[src/rtl/systolic_pkg.sv]
// Shared types and constants for the systolic MAC-array sequencer.
package systolic_pkg;

    localparam int DATA_WIDTH_DEF = 32;
    localparam int N_DEF          = 3;
    localparam int M_DEF          = 3;
    localparam int K_MAX_DEF      = 16;
    localparam int ADDR_WIDTH_DEF = 4;

    typedef enum logic [2:0] {
        IDLE,
        CLEAR,
        FEED,
        DRAIN,
        DONE
    } sched_state_t;

    // Read latency + skew/propagation + MAC register stage.
    function automatic int drain_count(input int n, input int m);
        return n + m;
    endfunction

    function automatic int lane_lsb(input int lane, input int width);
        return lane * width;
    endfunction

endpackage

[src/rtl/systolic_sched_skew_line.sv]
// skew_line: DEPTH-stage register delay with async clear; DEPTH=0 degenerates to a wire.
module skew_line #(
    parameter int WIDTH = 8,
    parameter int DEPTH = 1
) (
    input  logic             clk,
    input  logic             rst,
    input  logic [WIDTH-1:0] i_d,
    output logic [WIDTH-1:0] o_q
);

    if (DEPTH == 0) begin : g_wire
        logic w_unused;
        assign w_unused = clk ^ rst;
        assign o_q      = i_d;
    end else begin : g_regs
        logic [WIDTH-1:0] r_stage [DEPTH];

        // NOTE: every stage is cleared on reset (it is a flop chain, not a RAM) so an aborted
        // job leaves nothing in flight; non-blocking updates make the shift order irrelevant.
        always_ff @(posedge clk or negedge rst) begin
            if (!rst) begin
                for (int s = 0; s < DEPTH; s++) r_stage[s] <= '0;
            end else begin
                r_stage[0] <= i_d;
                for (int s = 1; s < DEPTH; s++) r_stage[s] <= r_stage[s-1];
            end
        end

        assign o_q = r_stage[DEPTH-1];
    end

endmodule

[src/rtl/systolic_sched.sv]
// Job sequencer for the N x M output-stationary MAC array: clear, feed skewed operands, drain, done.
// Optional SYSTOLIC_SCHED_PERF_EN adds saturating perf_jobs / perf_busy counters.
module systolic_sched
    import systolic_pkg::*;
#(
    parameter int DATA_WIDTH = DATA_WIDTH_DEF,
    parameter int N          = N_DEF,
    parameter int M          = M_DEF,
    parameter int K_MAX      = K_MAX_DEF,
    parameter int ADDR_WIDTH = ADDR_WIDTH_DEF
) (
    input  logic                         clk,
    input  logic                         rst,
    input  logic                         start,
    input  logic [$clog2(K_MAX+1)-1:0]   k_len,
    output logic                         busy,
    output logic                         done,
    output logic                         mac_clr,
    output logic                         a_rd_en,
    output logic [ADDR_WIDTH-1:0]        a_rd_addr,
    input  logic [N*DATA_WIDTH-1:0]      a_rd_data,
    output logic                         b_rd_en,
    output logic [ADDR_WIDTH-1:0]        b_rd_addr,
    input  logic [M*DATA_WIDTH-1:0]      b_rd_data,
    output logic [N*DATA_WIDTH-1:0]      a_feed,
    output logic [M*DATA_WIDTH-1:0]      b_feed
`ifdef SYSTOLIC_SCHED_PERF_EN
    ,
    output logic [31:0]                  perf_jobs,
    output logic [31:0]                  perf_busy
`endif
);

    localparam int KL_W      = $clog2(K_MAX + 1);
    localparam int DRAIN_CYC = drain_count(N, M);
    localparam int CNT_MAX   = (K_MAX > DRAIN_CYC) ? K_MAX : DRAIN_CYC;
    localparam int CNT_W     = $clog2(CNT_MAX + 1);

    sched_state_t     r_state, w_state_next;
    logic [KL_W-1:0]  r_kl;
    logic [KL_W-1:0]  w_kl_sat;
    logic [CNT_W-1:0] r_cnt;
    logic             r_rd_vld;
    logic             w_feed_last;
    logic             w_drain_last;
    logic             w_rd_en;

    assign w_kl_sat     = (k_len > KL_W'(K_MAX)) ? KL_W'(K_MAX) : k_len;
    assign w_feed_last  = (r_cnt == CNT_W'(r_kl) - CNT_W'(1));
    assign w_drain_last = (r_cnt == CNT_W'(DRAIN_CYC - 1));

    // NOTE: every output of this block gets a default first so no path can infer a latch.
    always_comb begin
        w_state_next = r_state;
        busy         = (r_state != IDLE);
        done         = 1'b0;
        mac_clr      = 1'b0;
        w_rd_en      = 1'b0;
        unique case (r_state)
            IDLE:    if (start) w_state_next = CLEAR;
            CLEAR: begin
                mac_clr      = 1'b1;
                w_state_next = (r_kl == '0) ? DONE : FEED;
            end
            FEED: begin
                w_rd_en = 1'b1;
                if (w_feed_last) w_state_next = DRAIN;
            end
            DRAIN:   if (w_drain_last) w_state_next = DONE;
            DONE: begin
                done         = 1'b1;
                w_state_next = IDLE;
            end
            default: w_state_next = IDLE;
        endcase
    end

    always_ff @(posedge clk or negedge rst) begin
        if (!rst) begin
            r_state  <= IDLE;
            r_kl     <= '0;
            r_cnt    <= '0;
            r_rd_vld <= 1'b0;
        end else begin
            r_state  <= w_state_next;
            r_rd_vld <= w_rd_en;
            if (r_state == IDLE && start) r_kl <= w_kl_sat;
            // Counter restarts on every state change and only advances while feeding/draining.
            if ((r_state == FEED || r_state == DRAIN) && w_state_next == r_state)
                r_cnt <= r_cnt + CNT_W'(1);
            else
                r_cnt <= '0;
        end
    end

    assign a_rd_en   = w_rd_en;
    assign b_rd_en   = w_rd_en;
    assign a_rd_addr = w_rd_en ? ADDR_WIDTH'(r_cnt) : '0;
    assign b_rd_addr = a_rd_addr;

    for (genvar i = 0; i < N; i++) begin : g_a_lane
        logic [DATA_WIDTH:0] w_q;
        skew_line #(.WIDTH(DATA_WIDTH + 1), .DEPTH(i)) u_skew (
            .clk (clk),
            .rst (rst),
            .i_d ({r_rd_vld, a_rd_data[lane_lsb(i, DATA_WIDTH) +: DATA_WIDTH]}),
            .o_q (w_q)
        );
        assign a_feed[lane_lsb(i, DATA_WIDTH) +: DATA_WIDTH] =
            w_q[DATA_WIDTH] ? w_q[DATA_WIDTH-1:0] : '0;
    end

    for (genvar j = 0; j < M; j++) begin : g_b_lane
        logic [DATA_WIDTH:0] w_q;
        skew_line #(.WIDTH(DATA_WIDTH + 1), .DEPTH(j)) u_skew (
            .clk (clk),
            .rst (rst),
            .i_d ({r_rd_vld, b_rd_data[lane_lsb(j, DATA_WIDTH) +: DATA_WIDTH]}),
            .o_q (w_q)
        );
        assign b_feed[lane_lsb(j, DATA_WIDTH) +: DATA_WIDTH] =
            w_q[DATA_WIDTH] ? w_q[DATA_WIDTH-1:0] : '0;
    end

`ifdef SYSTOLIC_SCHED_PERF_EN
    always_ff @(posedge clk or negedge rst) begin
        if (!rst) begin
            perf_jobs <= '0;
            perf_busy <= '0;
        end else begin
            if (done && perf_jobs != '1) perf_jobs <= perf_jobs + 32'd1;
            if (busy && perf_busy != '1) perf_busy <= perf_busy + 32'd1;
        end
    end
`endif

endmodule
[config.mk]
export PLATFORM = sky130hd
export DESIGN_NAME = systolic_sched
export DESIGN_NICKNAME = d
export VERILOG_FILES = /design/src/rtl/systolic_pkg.sv /design/src/rtl/systolic_sched_skew_line.sv /design/src/rtl/systolic_sched.sv
export SDC_FILE = /design/constraint.sdc
export NUM_CORES = 1
export LEC_CHECK = 0
export ABC_AREA = 1
export CORE_AREA = 5 5 153 155
export DETAILED_ROUTE_END_ITERATION = 10
export DIE_AREA = 0 0 158 160
export PLACE_DENSITY = 0.71
export SLEW_MARGIN = 0
export SYNTH_ARGS = -nofsm -noshare
export SYNTH_HDL_FRONTEND = slang
export SYNTH_SLANG_ARGS = --single-unit
[constraint.sdc]
create_clock -name clk -period 4.1 [get_ports clk]
set_input_delay 0.82 -clock clk [delete_from_list [all_inputs] [get_ports clk]]
set_output_delay 0.82 -clock clk [all_outputs]
set_load 0.02 [all_outputs]
==> results of run 1 <==
==> flip-flops by register name, summed over array words and instances (netlist names) <==
name	count
r_cnt	5
r_state	3
g_a_lane.u_skew.g_regs.r_stage	32
g_b_lane.u_skew.g_regs.r_stage	32
r_kl	5
g_b_lane.u_skew.o_q	64
r_rd_vld	1
g_a_lane.u_skew.o_q	66
==> cell type report <==
| class | instances | area, sq um | share of cell area |
|---|---|---|---|
| flip-flops and latches | 208 | 5210 | 0.422 |
| repair buffers | 409 | 4100 | 0.332 |
| multi-input cells | 267 | 1110 | 0.0903 |
| inverters | 213 | 800 | 0.0648 |
| clock buffers | 32 | 638 | 0.0517 |
| well taps | 280 | 350 | 0.0284 |
| clock inverters | 8 | 126 | 0.0102 |
| diodes | 1 | 2.50 | 0.000203 |
==> power by group through the flow <==
stage	combinational (uW)	clock [uW]	sequential [uW]
2_1_floorplan	1540	0	2290
3_3_place_gp	2980	0	2380
3_5_place_dp	3010	0	2390
4_1_cts	3030	2110	2350
5_1_grt	3210	2190	2370
6_report	2970	2050	2350
==> through the flow <==
step	std cells	util	hold slack [ns]	instance area (sq um)	total power [uW]
detailed placement	1377	0.533	0.335	11600	5400
finish	1418	0.569	0.336	12300	7370
global placement	1377	0.533	0.331	11600	5360
CTS	1417	0.569	0.335	12300	7490
global route	1418	0.569	0.340	12300	7780
floorplan	714	-	0.331	7230	3830
==> logic make-up (layout without fill, tap and decap cells) <==
logic type | after synthesis | in the layout | synth area share
AOI/OAI and AO/OA | 7 | 7 | 0.00553
other | 0 | 1 | 0
xor gates and xnor gates | 4 | 4 | 0.00484
adders and majority gates | 3 | 3 | 0.00519
and+or+nand+nor | 253 | 253 | 0.138
DFF | 208 | 208 | 0.719
buffers and inverters | 239 | 662 | 0.127
==> cell usage in the layout, fill, tap and decap left out <==
| master | synthesis | layout |
|---|---|---|
| nor3_1 | 2 | 2 |
| xnor2_1 | 2 | 2 |
| diode_2 | 0 | 1 |
| o41ai_1 | 1 | 1 |
| dfrtp_1 | 208 | 205 |
| clkbuf_8 | 0 | 6 |
| clkbuf_1 | 18 | 5 |
| nor2_1 | 16 | 16 |
| o22ai_1 | 1 | 1 |
| a21oi_1 | 1 | 1 |
| xor2_1 | 2 | 2 |
| o21ai_0 | 3 | 3 |
| nor2_2 | 1 | 1 |
| nor3_2 | 2 | 2 |
| nand2_1 | 214 | 214 |
| clkbuf_16 | 0 | 22 |
| nand4_1 | 2 | 2 |
| clkdlybuf4s50_1 | 0 | 403 |
| nand2_2 | 2 | 2 |
| clkinv_2 | 0 | 4 |
| nand2_4 | 1 | 1 |
| inv_2 | 2 | 2 |
| buf_12 | 0 | 1 |
| bufinv_16 | 0 | 3 |
| clkinv_8 | 0 | 1 |
| ha_1 | 3 | 3 |
| o21ai_1 | 1 | 1 |
| buf_4 | 5 | 4 |
| nand3_1 | 13 | 13 |
| dfrtp_2 | 0 | 3 |
| inv_1 | 211 | 211 |
==> per-layer routing <==
layer | vias to the layer above | GRT usage | share of wire
li1 | 2785 | - | -
met1 | 2584 | 0.209 | 0.37
met2 | 208 | 0.302 | 0.52
met3 | 38 | 0.0395 | 0.077
met4 | 0 | 0.0481 | 0.027
met5 | - | 0 | 0
==> how the worst max path moves through the flow <==
stage,start,to,slack (ns),cells after the start
after global placement,a_rd_data[6],a_feed[6],1.09,4
after global routing,r_rd_vld,b_feed[31],0.60,3
after floorplan,r_state[2],b_rd_addr[1],1.66,4
final,r_rd_vld,b_feed[31],0.75,3
after detailed placement,a_rd_data[6],a_feed[6],1.09,4
after CTS,r_rd_vld,b_feed[31],0.73,3
==> metrics, run 1 <==
worst hold path type=reg -> reg; Reg clk slew, reported paths=0.06 ns; top cells by instance count after synthesis=nand2_1, inv_1, dfrtp_1; Die Span Y=160 um; number of synthesized flops with an enable pin=0; Worst slew margin=0.320; Reg2Reg Launch Point=r_kl[0]; share of the synthesized area in the top cell type=0.719; DRT iter0 DRCs=355; row count=54; Worst VDD drop=0.369 mV; min-delay src=g_b_lane[2].u_skew.g_regs.r_stage[49]; number of global-route vias before repair=5,793; Worst R2R End=r_cnt[0]; Hold Path End=g_b_lane[2].u_skew.o_q[16]; post-CTS sizing=0; RSZ-0062 raised after global routing=no; largest net degree at the start of global routing=80; Fmax=298 MHz; main flop type after synthesis=dfrtp_1; synthesized area per cell=10.1 sq um; R2R depth=13; final slew viol count=0; final hold vios=0; CTS root buffer=clkbuf_16; grt ovf=0; count of cell types in the netlist=23; via/cell ratio=3.96; HPWL after detailed placement=17,100 um; Routed wire per std cell=15.7 um; post-CTS setup buffers=0; leading cell type by number of instances after synthesis=nand2_1; cts hold-fix bufs=0; CTS Buffer Depth=3; Switching Power=2590 uW; nets=1,324; final wirelength=22,300 um; number of routed nets with antenna violations=0; Layout area overhead=70.5%; critical path launch point type=flip-flop; Ys Warns=0; Sequential Power Share=0.319; flop-to-flop setup slack=2.48 ns; DR pass1 iterations=5; combinational power share=0.403; sw frac=0.351; CP max FO=65; Critical path buffers and inverters=2; crit share post-route=0.818; Num CTS Buffers=22; Power Density=597 nW/um^2; Final Skew=0.0111 ns; leakage=0.00657 uW; post-synth design cell area=7230 sq um; crit path max-delay cell type=dfrtp_2; endpoint class of the critical path=output pin; Worst Setup Slack post-DPL=1.09 ns; die area=25,300 sq um; clock share of power=0.278; Synth Instances=714; die width=158 um; Synth area leaders=dfrtp_1, nand2_1, inv_1; Worst Hold Depth=0; Crit Path Class=reg -> out; critical path required time=3.28 ns; htree depth=1; final setup violation count=0; Seq/Total Area, Yosys=0.719; Synth Net Count=917; Setup TNS=0 ns; Tightest Pin Transition=1.02 ns; DR vias=5,615; WP data arrival=2.53 ns; status=completed; FF+latch count, synth=208; initial antenna violation count=1; # clock sinks=208; fillcell total=1,861; Final Wtd Congestion=0.932; crit-path cells=nand2_1 -> inv_1 -> clkdlybuf4s50_1; gr usage total=0.171; Internal=4780 uW; Port Buffers=404; TritonCTS clock tree=yes; async set-reset flop share out of synthesis=1.00; min cycle time layout=3.35 ns; clock latency on the worst-skew pair=0.50 ns; Post-route DRC=0; first-pass GRT wire length=33,500 um; PnR worst setup slack=0.747 ns; crit-path max cell delay=1.04 ns; Crit path max-delay family=flip-flops; Synth area leader=dfrtp_1; Max-Cap Viols=0; I/O Pins=405; Initial Utilization=0.334; core area=21,700 sq um; share of layout cells above drive strength 1=0.0457
No activity file was read; power rests on OpenSTA's default activity.
==> run 2: changes to the inputs <==
--- a/config.mk
+++ b/config.mk
@@ -6,10 +6,10 @@
 export NUM_CORES = 1
 export LEC_CHECK = 0
 export ABC_AREA = 1
-export CORE_AREA = 5 5 153 155
+export CORE_AREA = 5 5 155 157
 export DETAILED_ROUTE_END_ITERATION = 10
-export DIE_AREA = 0 0 158 160
-export PLACE_DENSITY = 0.71
+export DIE_AREA = 0 0 160 162
+export PLACE_DENSITY = 0.72
 export SLEW_MARGIN = 0
 export SYNTH_ARGS = -nofsm -noshare
 export SYNTH_HDL_FRONTEND = slang
==> constraint.sdc (replaced) <==
create_clock -name clk -period 2.94 [get_ports clk]
set_input_delay 0.588 -clock clk [delete_from_list [all_inputs] [get_ports clk]]
set_output_delay 0.588 -clock clk [all_outputs]
set_load 0.02 [all_outputs]
==> metrics, run 2 (synthesis gave the netlist of run 1 again) <==
status=completed; R2R depth=13; Final Wtd Congestion=0.834; max reg flops=66; final setup violation count=0; first-pass GRT wire length=33,300 um; TritonCTS clock tree=yes; initial antenna violation count=0; grt ovf=0; worst hold path type=in -> async; CTS Buffer Depth=3; fillcell total=1,886; final slew viol count=0; RSZ-0062 raised after global routing=no; DR vias=5,670; Worst VDD drop=0.627 mV; gr usage total=0.161; Max-Cap Viols=0; Sequential Power Share=0.312; min cycle time layout=2.78 ns; DR pass1 iterations=4; Post-route DRC=0; die width=160 um; number of global-route vias before repair=5,779; Fmax=359 MHz; critical path launch point type=flip-flop; Crit. Startpoint=g_a_lane[1].u_skew.o_q[32]; HPWL after detailed placement=17,000 um; core area=22,400 sq um; crit share post-route=0.946; share of layout cells above drive strength 1=0.0517; Setup TNS=0 ns; final hold vios=0; final wirelength=21,800 um; nets=1,328; leakage=0.00662 uW; Internal=6820 uW; sw frac=0.348; Worst slew margin=0.648; non-filler cells, final=1,426; # clock sinks=208; flop-to-flop setup slack=1.33 ns; Reg clk slew, reported paths=0.06 ns; Routed wire per std cell=15.3 um; most common cell after layout, fill and taps aside=clkdlybuf4s50_1; htree depth=1; via/cell ratio=3.98; placed cells=1,386; Power Density=841 nW/um^2; CTS root buffer=clkbuf_16; CP max FO=42; crit path to=a_feed[60]; combinational power share=0.402; Worst R2R End=r_cnt[4]; number of routed nets with antenna violations=0; Final Skew=0.0224 ns; Crit Path Class=reg -> out; WP data arrival=2.19 ns; die area=25,900 sq um; Switching Power=3650 uW; DRT iter0 DRCs=341; antenna diode count=0; I/O Pins=405; endpoint class of the critical path=output pin; largest net degree at the start of global routing=67; row count=55; Die Span Y=162 um; critical path required time=2.35 ns; Port Buffers=404; clock latency on the worst-skew pair=0.51 ns; Initial Utilization=0.323; Layout area overhead=72.2%; most frequent cells in the layout=clkdlybuf4s50_1, nand2_1, inv_1; Reg2Reg Launch Point=r_kl[0]; Tightest Pin Transition=0.529 ns; Num CTS Buffers=22; clock share of power=0.286
run 2: cell count changes in the layout (fill, tap and decap cells not counted), sizes merged:
cell	delta
buf	+4
bufinv	+1
clkbuf	-3
inv	+2
diode	-1
run 2: worst min path at each step:
stage / to / slack [ns] / cells after the start
floorplan: g_a_lane[1].u_skew.o_q[0] / 0.29 / 0
global placement: g_b_lane[2].u_skew.o_q[14] / 0.33 / 0
detailed placement: g_a_lane[2].u_skew.o_q[18] / 0.33 / 0
CTS: g_a_lane[2].u_skew.o_q[5] / 0.07 / 1
global route: g_b_lane[2].u_skew.o_q[4] / 0.12 / 1
finish: g_b_lane[2].u_skew.g_regs.r_stage[34] / 0.08 / 1
run 2: layout make-up:
cell class                      instances  area [sq um]  area share
Tap cell                              285           357      0.0286
Inverter                              213           800      0.0642
Clock inverter                         11           181      0.0146
Multi-Input combinational cell        267          1110      0.0894
Timing Repair Buffer                  413          4170       0.334
Sequential cell                       208          5210       0.418
Clock buffer                           29           627      0.0503
run 2: worst max-delay path: stages (launching register included):
cell and delay (ns):
dfrtp_2 0.64, buf_12 0.26, nand2_1 0.11, inv_1 0.07
clkdlybuf4s50_1 0.59
run 2: what timing repair did:
action,CTS,global route
resized for setup,0,1
buffers inserted,0,0
hold buffers,0,0
setup endpoints to repair,0,3
run 2: per-stage QoR:
step | util | setup WS (ns) | power, uW | hold slack [ns] | area, sq um
final | 0.557 | 0.158 | 10500 | 0.0818 | 12500
after global routing | 0.557 | 0.0310 | 11000 | 0.117 | 12500
after CTS | 0.557 | 0.0868 | 10600 | 0.0741 | 12500
after detailed placement | 0.521 | 0.465 | 7570 | 0.335 | 11600
after global placement | 0.521 | 0.472 | 7510 | 0.331 | 11600
after floorplan | - | 0.737 | 5350 | 0.292 | 7230
run 2: layer usage:
layer  vias to the layer above  wire (um)  global-route usage
li1                       2791          -                   -
met4                         0        624              0.0461
met5                         -          0                   0
met3                        42       1970              0.0556
met1                      2607       8310               0.197
met2                       230      10900               0.274
run 2: power by group through the flow:
stage | Clock (uW) | Sequential [uW] | Combinational, uW
after global routing | 3200 | 3300 | 4550
after detailed placement | 0 | 3310 | 4250
final | 3000 | 3260 | 4210
after floorplan | 0 | 3200 | 2150
after CTS | 3090 | 3260 | 4270
after global placement | 0 | 3310 | 4210
